===== src/rtl/alu_seq_pkg.sv =====
// Shared definitions for the ALU operation sequencer: op codes, FSM states,
// operand geometry and the packed FIFO entry layout.
package alu_seq_pkg;

    localparam int OPER_W  = 4;
    localparam int SEL_W   = 3;
    localparam int ENTRY_W = SEL_W + 3 * OPER_W;

    localparam logic [SEL_W-1:0] OP_NOTA = 3'b000;
    localparam logic [SEL_W-1:0] OP_ADD  = 3'b001;
    localparam logic [SEL_W-1:0] OP_AND  = 3'b010;
    localparam logic [SEL_W-1:0] OP_OR   = 3'b011;
    localparam logic [SEL_W-1:0] OP_XOR  = 3'b100;
    localparam logic [SEL_W-1:0] OP_SHL  = 3'b101;
    localparam logic [SEL_W-1:0] OP_ZERO = 3'b110;
    localparam logic [SEL_W-1:0] OP_ONES = 3'b111;

    typedef enum logic [1:0] {
        ST_IDLE   = 2'd0,
        ST_SETTLE = 2'd1,
        ST_HOLD   = 2'd2
    } seqState_t;

    typedef struct packed {
        logic [SEL_W-1:0]  sel;
        logic [OPER_W-1:0] a;
        logic [OPER_W-1:0] b;
        logic [OPER_W-1:0] c;
    } aluOp_t;

endpackage


===== src/rtl/seq_fifo.sv =====
// Synchronous FIFO for pending ALU operations. Head is read combinationally;
// a push is refused when full regardless of a same-cycle pop.
module seq_fifo #(
    parameter int DEPTH = 4,
    parameter int WIDTH = 15
) (
    input  logic                     clock,
    input  logic                     reset,
    input  logic                     push,
    input  logic [WIDTH-1:0]         wrData,
    input  logic                     pop,
    output logic [WIDTH-1:0]         rdData,
    output logic                     full,
    output logic                     empty,
    output logic [$clog2(DEPTH):0]   count
);

    localparam int PTR_W = $clog2(DEPTH);
    localparam logic [PTR_W:0] FULL_CNT = DEPTH[PTR_W:0];

    logic [WIDTH-1:0] mem [DEPTH];
    logic [PTR_W-1:0] wrPtr;
    logic [PTR_W-1:0] rdPtr;
    logic             doPush;
    logic             doPop;

    assign full   = (count == FULL_CNT);
    assign empty  = (count == '0);
    assign doPush = push && !full;
    assign doPop  = pop && !empty;
    assign rdData = mem[rdPtr];

    // Pointers wrap naturally because DEPTH is a power of two.
    always_ff @(posedge clock) begin
        if (reset) begin
            wrPtr <= '0;
            rdPtr <= '0;
            count <= '0;
        end else begin
            if (doPush) wrPtr <= wrPtr + 1'b1;
            if (doPop)  rdPtr <= rdPtr + 1'b1;
            case ({doPush, doPop})
                2'b10:   count <= count + 1'b1;
                2'b01:   count <= count - 1'b1;
                default: count <= count;
            endcase
        end
    end

    always_ff @(posedge clock) begin
        if (doPush) mem[wrPtr] <= wrData;
    end

endmodule


===== src/rtl/alu_op_sequencer.sv =====
// Issue stage for the 4-bit gate-level ALU: queues operations, holds each on
// the ALU inputs for SETTLE_CYCLES, then captures and hands off the result.
module alu_op_sequencer
    import alu_seq_pkg::*;
#(
    parameter int DEPTH         = 4,
    parameter int SETTLE_CYCLES = 3
) (
    input  logic                    clock,
    input  logic                    reset,

    input  logic                    in_valid,
    output logic                    in_ready,
    input  logic [SEL_W-1:0]        in_select,
    input  logic [OPER_W-1:0]       in_a,
    input  logic [OPER_W-1:0]       in_b,
    input  logic [OPER_W-1:0]       in_c,

    output logic [SEL_W-1:0]        alu_select,
    output logic [OPER_W-1:0]       alu_a,
    output logic [OPER_W-1:0]       alu_b,
    output logic [OPER_W-1:0]       alu_c,
    input  logic [OPER_W-1:0]       alu_regout,
    input  logic                    alu_carryout,

    output logic                    out_valid,
    input  logic                    out_ready,
    output logic [OPER_W-1:0]       out_result,
    output logic                    out_carry,
    output logic [SEL_W-1:0]        out_select,

    output logic                    busy,
    output logic [$clog2(DEPTH):0]  count
);

    localparam int CNT_W = $clog2(SETTLE_CYCLES + 1);
    localparam logic [CNT_W-1:0] SETTLE_LOAD = CNT_W'(SETTLE_CYCLES);
    localparam logic [CNT_W-1:0] CNT_ONE     = CNT_W'(1);

    seqState_t        state;
    seqState_t        stateNext;
    logic [CNT_W-1:0] settleCnt;
    logic             fifoFull;
    logic             fifoEmpty;
    logic             popHead;
    logic             captureResult;
    aluOp_t           inOp;
    aluOp_t           headOp;

    assign inOp = '{sel: in_select, a: in_a, b: in_b, c: in_c};

    seq_fifo #(
        .DEPTH (DEPTH),
        .WIDTH (ENTRY_W)
    ) uFifo (
        .clock  (clock),
        .reset  (reset),
        .push   (in_valid),
        .wrData (inOp),
        .pop    (popHead),
        .rdData (headOp),
        .full   (fifoFull),
        .empty  (fifoEmpty),
        .count  (count)
    );

    assign in_ready  = !fifoFull;
    assign out_valid = (state == ST_HOLD);
    assign busy      = (state != ST_IDLE);

    // HOLD may issue the next op on the same edge its result is taken,
    // so a busy stream never passes through IDLE.
    always_comb begin
        stateNext     = state;
        popHead       = 1'b0;
        captureResult = 1'b0;
        case (state)
            ST_IDLE: begin
                if (!fifoEmpty) begin
                    popHead   = 1'b1;
                    stateNext = ST_SETTLE;
                end
            end
            ST_SETTLE: begin
                if (settleCnt == CNT_ONE) begin
                    captureResult = 1'b1;
                    stateNext     = ST_HOLD;
                end
            end
            ST_HOLD: begin
                if (out_ready) begin
                    if (!fifoEmpty) begin
                        popHead   = 1'b1;
                        stateNext = ST_SETTLE;
                    end else begin
                        stateNext = ST_IDLE;
                    end
                end
            end
            default: stateNext = ST_IDLE;
        endcase
    end

    always_ff @(posedge clock) begin
        if (reset) begin
            state     <= ST_IDLE;
            settleCnt <= '0;
        end else begin
            state <= stateNext;
            if (popHead) begin
                settleCnt <= SETTLE_LOAD;
            end else if (state == ST_SETTLE) begin
                settleCnt <= settleCnt - 1'b1;
            end
        end
    end

    // ALU drive registers change only on an issue edge.
    always_ff @(posedge clock) begin
        if (reset) begin
            alu_select <= '0;
            alu_a      <= '0;
            alu_b      <= '0;
            alu_c      <= '0;
        end else if (popHead) begin
            alu_select <= headOp.sel;
            alu_a      <= headOp.a;
            alu_b      <= headOp.b;
            alu_c      <= headOp.c;
        end
    end

    always_ff @(posedge clock) begin
        if (reset) begin
            out_result <= '0;
            out_carry  <= 1'b0;
            out_select <= '0;
        end else if (captureResult) begin
            out_result <= alu_regout;
            out_carry  <= alu_carryout;
            out_select <= alu_select;
        end
    end

endmodule


===== config.mk =====
export PLATFORM = sky130hd
export DESIGN_NAME = alu_op_sequencer
export DESIGN_NICKNAME = d
export VERILOG_FILES = /design/src/rtl/alu_seq_pkg.sv /design/src/rtl/seq_fifo.sv /design/src/rtl/alu_op_sequencer.sv
export SDC_FILE = /design/constraint.sdc
export NUM_CORES = 1
export LEC_CHECK = 0
export BUFFER_PORTS_ARGS = -buffer_cell sky130_fd_sc_hd__buf_2
export CORE_UTILIZATION = 45
export CTS_BUF_LIST = sky130_fd_sc_hd__clkbuf_4
export DETAILED_ROUTE_END_ITERATION = 7
export HOLD_SLACK_MARGIN = 0.1
export PLACE_DENSITY = 0.79
export REMOVE_ABC_BUFFERS = 1
export SLEW_MARGIN = 20
export SYNTH_ARGS = -nofsm -noshare
export SYNTH_HDL_FRONTEND = slang
export SYNTH_SLANG_ARGS = --single-unit

===== constraint.sdc =====
create_clock -name clock -period 1.95 [get_ports clock]
set_input_delay 0.195 -clock clock [delete_from_list [all_inputs] [get_ports clock]]
set_output_delay 0.195 -clock clock [all_outputs]
set_load 0.01 [all_outputs]

==> metrics.md <==
| Metric | Value |
|---|---|
| Hold WS | 0.143 ns |
| Vias per inst | 5.39 |
| Leakage | 1.77 nW |
| Fin Setup TNS | -0.0788 ns |
| Post-Place Worst Slack | -0.148 ns |
| Grt total ovfl | 0 |
| Sequential share of the synthesized area | 65.8% |
| Tightest Hold Check Type | input pin to flip-flop |
| Placed Area | 4200 µm² |
| Die height | 93.6 µm |
| Final WS setup | -0.0698 ns |
| Worst-path maximum fanout | 2 |
| Die ar. | 8750 µm² |
| CP Launch Type | flip-flop |
| Vias in the first global route | 2455 |
| Fmax | 0.495 GHz |
| Port Buffers | 52 |
| Final hold vios | 0 |
| Detailed-placement wirelength estimate | 4600 µm |
| CORE AREA | 8180 µm² |
| Longest Clk Path Bufs | 2 |
| Num CTS Buffers | 9 |
| Via count | 2480 |
| Synthesis-to-finish area growth | 24.3% |
| # fillers | 658 |
| Syn. warnings | 0 |
| Clock sink total | 94 |
| Max-Cap Viols | 0 |
| CP endpoint kind | flip-flop |
| Worst-path clk slew | 0.14 ns |
| Violated checks | negative setup slack |
| Max-slew headroom | 39.4% |
| Worst-Margin Slew | 0.907 ns |
| RSZ-0062 raised after global routing | yes |
| Status | complete, but fails checks |
| Yosys reg bits | 94 |
| Reg power frac | 43.7% |
| Number of diodes | 0 |
| Top Ports | 53 |
| Initial DRT Pass Iterations | 5 |
| Crit Path Class | flip-flop to flip-flop |
| Psw | 1.94 mW |
| Overall Global Routing Usage | 18.1% |
| Synthesized instance count | 260 |
| First-pass GRT wire length | 11600 µm |
| Library cells used by synthesis | 35 |
| Global placement routability congestion | 0.766 |
| Power Dens Cells | 1270 nW/µm² |
| FP Rows | 33 |
| Mean Syn Cell Area | 14.5 µm² |
| H-tree depth | 3 |
| Fin crit period | 2.02 ns |
| Clock latency on the worst-skew pair | 0.44 ns |
| Drt drc | 0 |
| P_int | 4.01 mW |
| Nets | 381 |
| Initial DRC count | 159 |
| Share of cells above drive strength 1 | 33.0% |
| Final setup fails | 2 |
| Utilization after layout | 57.4% |
| CP arrival | 2.39 ns |
| Fin crit share | 104% |
| Max VDD drop | 0.000588 V |
| Cell area after layout | 4690 µm² |
| CTS tree | done |
| Clock skew | 0.0177 ns |
| Combinational fraction of design power | 36.8% |
| Total routed wirelength | 7530 µm |
| Post-Syn Area | 3770 µm² |
| Switching share of power | 32.6% |
| Clk pwr share | 19.5% |
| Antenna viol nets, final | 0 |
| Initial antenna violation count | 0 |
| WL/cell | 16.4 µm |
| Root buffer cell | clkbuf_4 |
| Max Slew Vio Count | 0 |
| Worst path required time | 2.32 ns |
| Largest net degree at the start of global routing | 22 |
| Die Width | 93.6 µm |
| Initial Util | 46.1% |
[power by group through the flow]
stage | Clock, mW | Sequential, mW | Combinational (mW)
finish | 1.16 | 2.60 | 2.19
global route | 1.26 | 2.63 | 2.40
CTS | 1.19 | 2.60 | 2.10
detailed placement | 0 | 2.65 | 1.94
global placement | 0 | 2.63 | 1.89
floorplan | 0 | 2.78 | 1.01
[critical path, cell delays in order, from the launching register on]
cell     delay (ns)
dfxtp_2        0.36
or3b_4         0.41
nand2_4        0.08
ha_4           0.13
inv_2          0.04
fa_2           0.35
xor2_1         0.15
or3_1          0.30
a21oi_1        0.13
[sequential cells by signal, indices dropped and copies added (netlist names)]
register     flops
uFifo.wrPtr      2
uFifo.mem       60
alu_b            4
uFifo.count      3
uFifo.rdPtr      2
settleCnt        2
alu_select       3
out_result       4
alu_c            4
out_carry        1
alu_a            4
state            2
out_select       3
[worst paths after layout]
check	from	to	slack (ns)	cells after the start
max	uFifo.count[1]	uFifo.count[2]	-0.07	8
min reg2reg	out_select[0]	out_select[0]	0.47	2
min	in_valid	uFifo.wrPtr[0]	0.14	3
max reg2reg	uFifo.count[1]	uFifo.count[2]	-0.07	8
[layer usage]
metal / global-route usage (%) / vias to the layer above / share of wire [%]
met5: 0 / - / 0
met4: 6.41 / 0 / 1.6
met3: 5.93 / 12 / 4.3
met2: 32.6 / 74 / 52
met1: 20.0 / 1211 / 42
li1: - / 1183 / -
[cells by family (layout without fill, tap and decap cells)]
family	Yosys count	count (layout)	share of synthesized area, %
xor gates and xnor gates	3	3	0.697
buffers and inverters	30	125	4.08
adders and majority gates	7	7	2.52
and+or+nand+nor	58	58	8.62
AOI/OAI and AO/OA	51	51	7.96
DFF	94	94	65.8
muxes	17	17	10.3
[cell usage in the layout (no fill, tap or decap), types with 2 or more instances in the layout]
cell,instances
dlygate4sd3_1,23
a21o_1,2
nand2b_1,3
mux4_1,8
edfxtp_1,60
mux4_2,7
buf_4,25
a21oi_1,32
nand3_1,10
o31ai_1,16
inv_2,2
and3_2,3
ha_1,5
dfxtp_2,3
inv_1,5
nand2_1,8
buf_2,52
nor2b_1,4
xor2_1,2
bufinv_16,2
clkinv_1,3
nand4_1,16
dfxtp_1,31
nor2_1,3
clkbuf_4,10
[Yosys cell counts]
cell type  instances  area share [%]
a21o_1             2            0.40
a21oi_1           32             4.2
and3_1             4            0.66
buf_1              1           0.099
buf_12             1            0.53
buf_2              8             1.1
buf_4              2            0.40
buf_6              1            0.30
clkbuf_1           9            0.90
clkinv_1           1           0.099
dfxtp_1           34              18
edfxtp_1          60              48
fa_1               1            0.53
ha_1               6             2.0
inv_1              7            0.70
mux2_2             1            0.30
mux2i_1            1            0.27
mux4_1             8             5.6
mux4_2             7             4.2
nand2_1            9            0.90
nand2b_1           3            0.50
nand3_1           11             1.5
nand3b_1           1            0.20
nand4_1           16             2.7
nor2_1             4            0.40
nor2b_1            4            0.66
nor3_2             1            0.27
o21ai_0            1            0.13
o31ai_1           16             3.2
or2_2              1            0.17
or3_1              2            0.33
or3b_1             1            0.23
or4_1              1            0.20
xnor2_1            1            0.23
xor2_1             2            0.46
[final cells by class]
type / count / area [µm²] / area share (%)
repair buffers: 101 / 698 / 14.9
clock buffers: 10 / 75.1 / 1.60
flip-flops and latches: 94 / 2490 / 53.0
multi-input cells: 136 / 1180 / 25.3
clock inverters: 6 / 85.1 / 1.81
inverters: 8 / 30.0 / 0.640
well taps: 105 / 131 / 2.80
[repair_timing]
item / CTS / global route
pin swaps: 5 / 4
hold endpoints to repair: 69 / 0
hold buffers: 23 / 0
gates resized for setup: 12 / 6
buffers inserted: 5 / 1
setup endpoints to repair: 1 / 19
[stage by stage]
stage / instances / power (mW)
after floorplan: 238 / 3.78
after global placement: 415 / 4.52
after detailed placement: 415 / 4.58
after CTS: 459 / 5.89
after global routing: 460 / 6.30
final: 460 / 5.95
No activity file was read; power rests on OpenSTA's default activity.
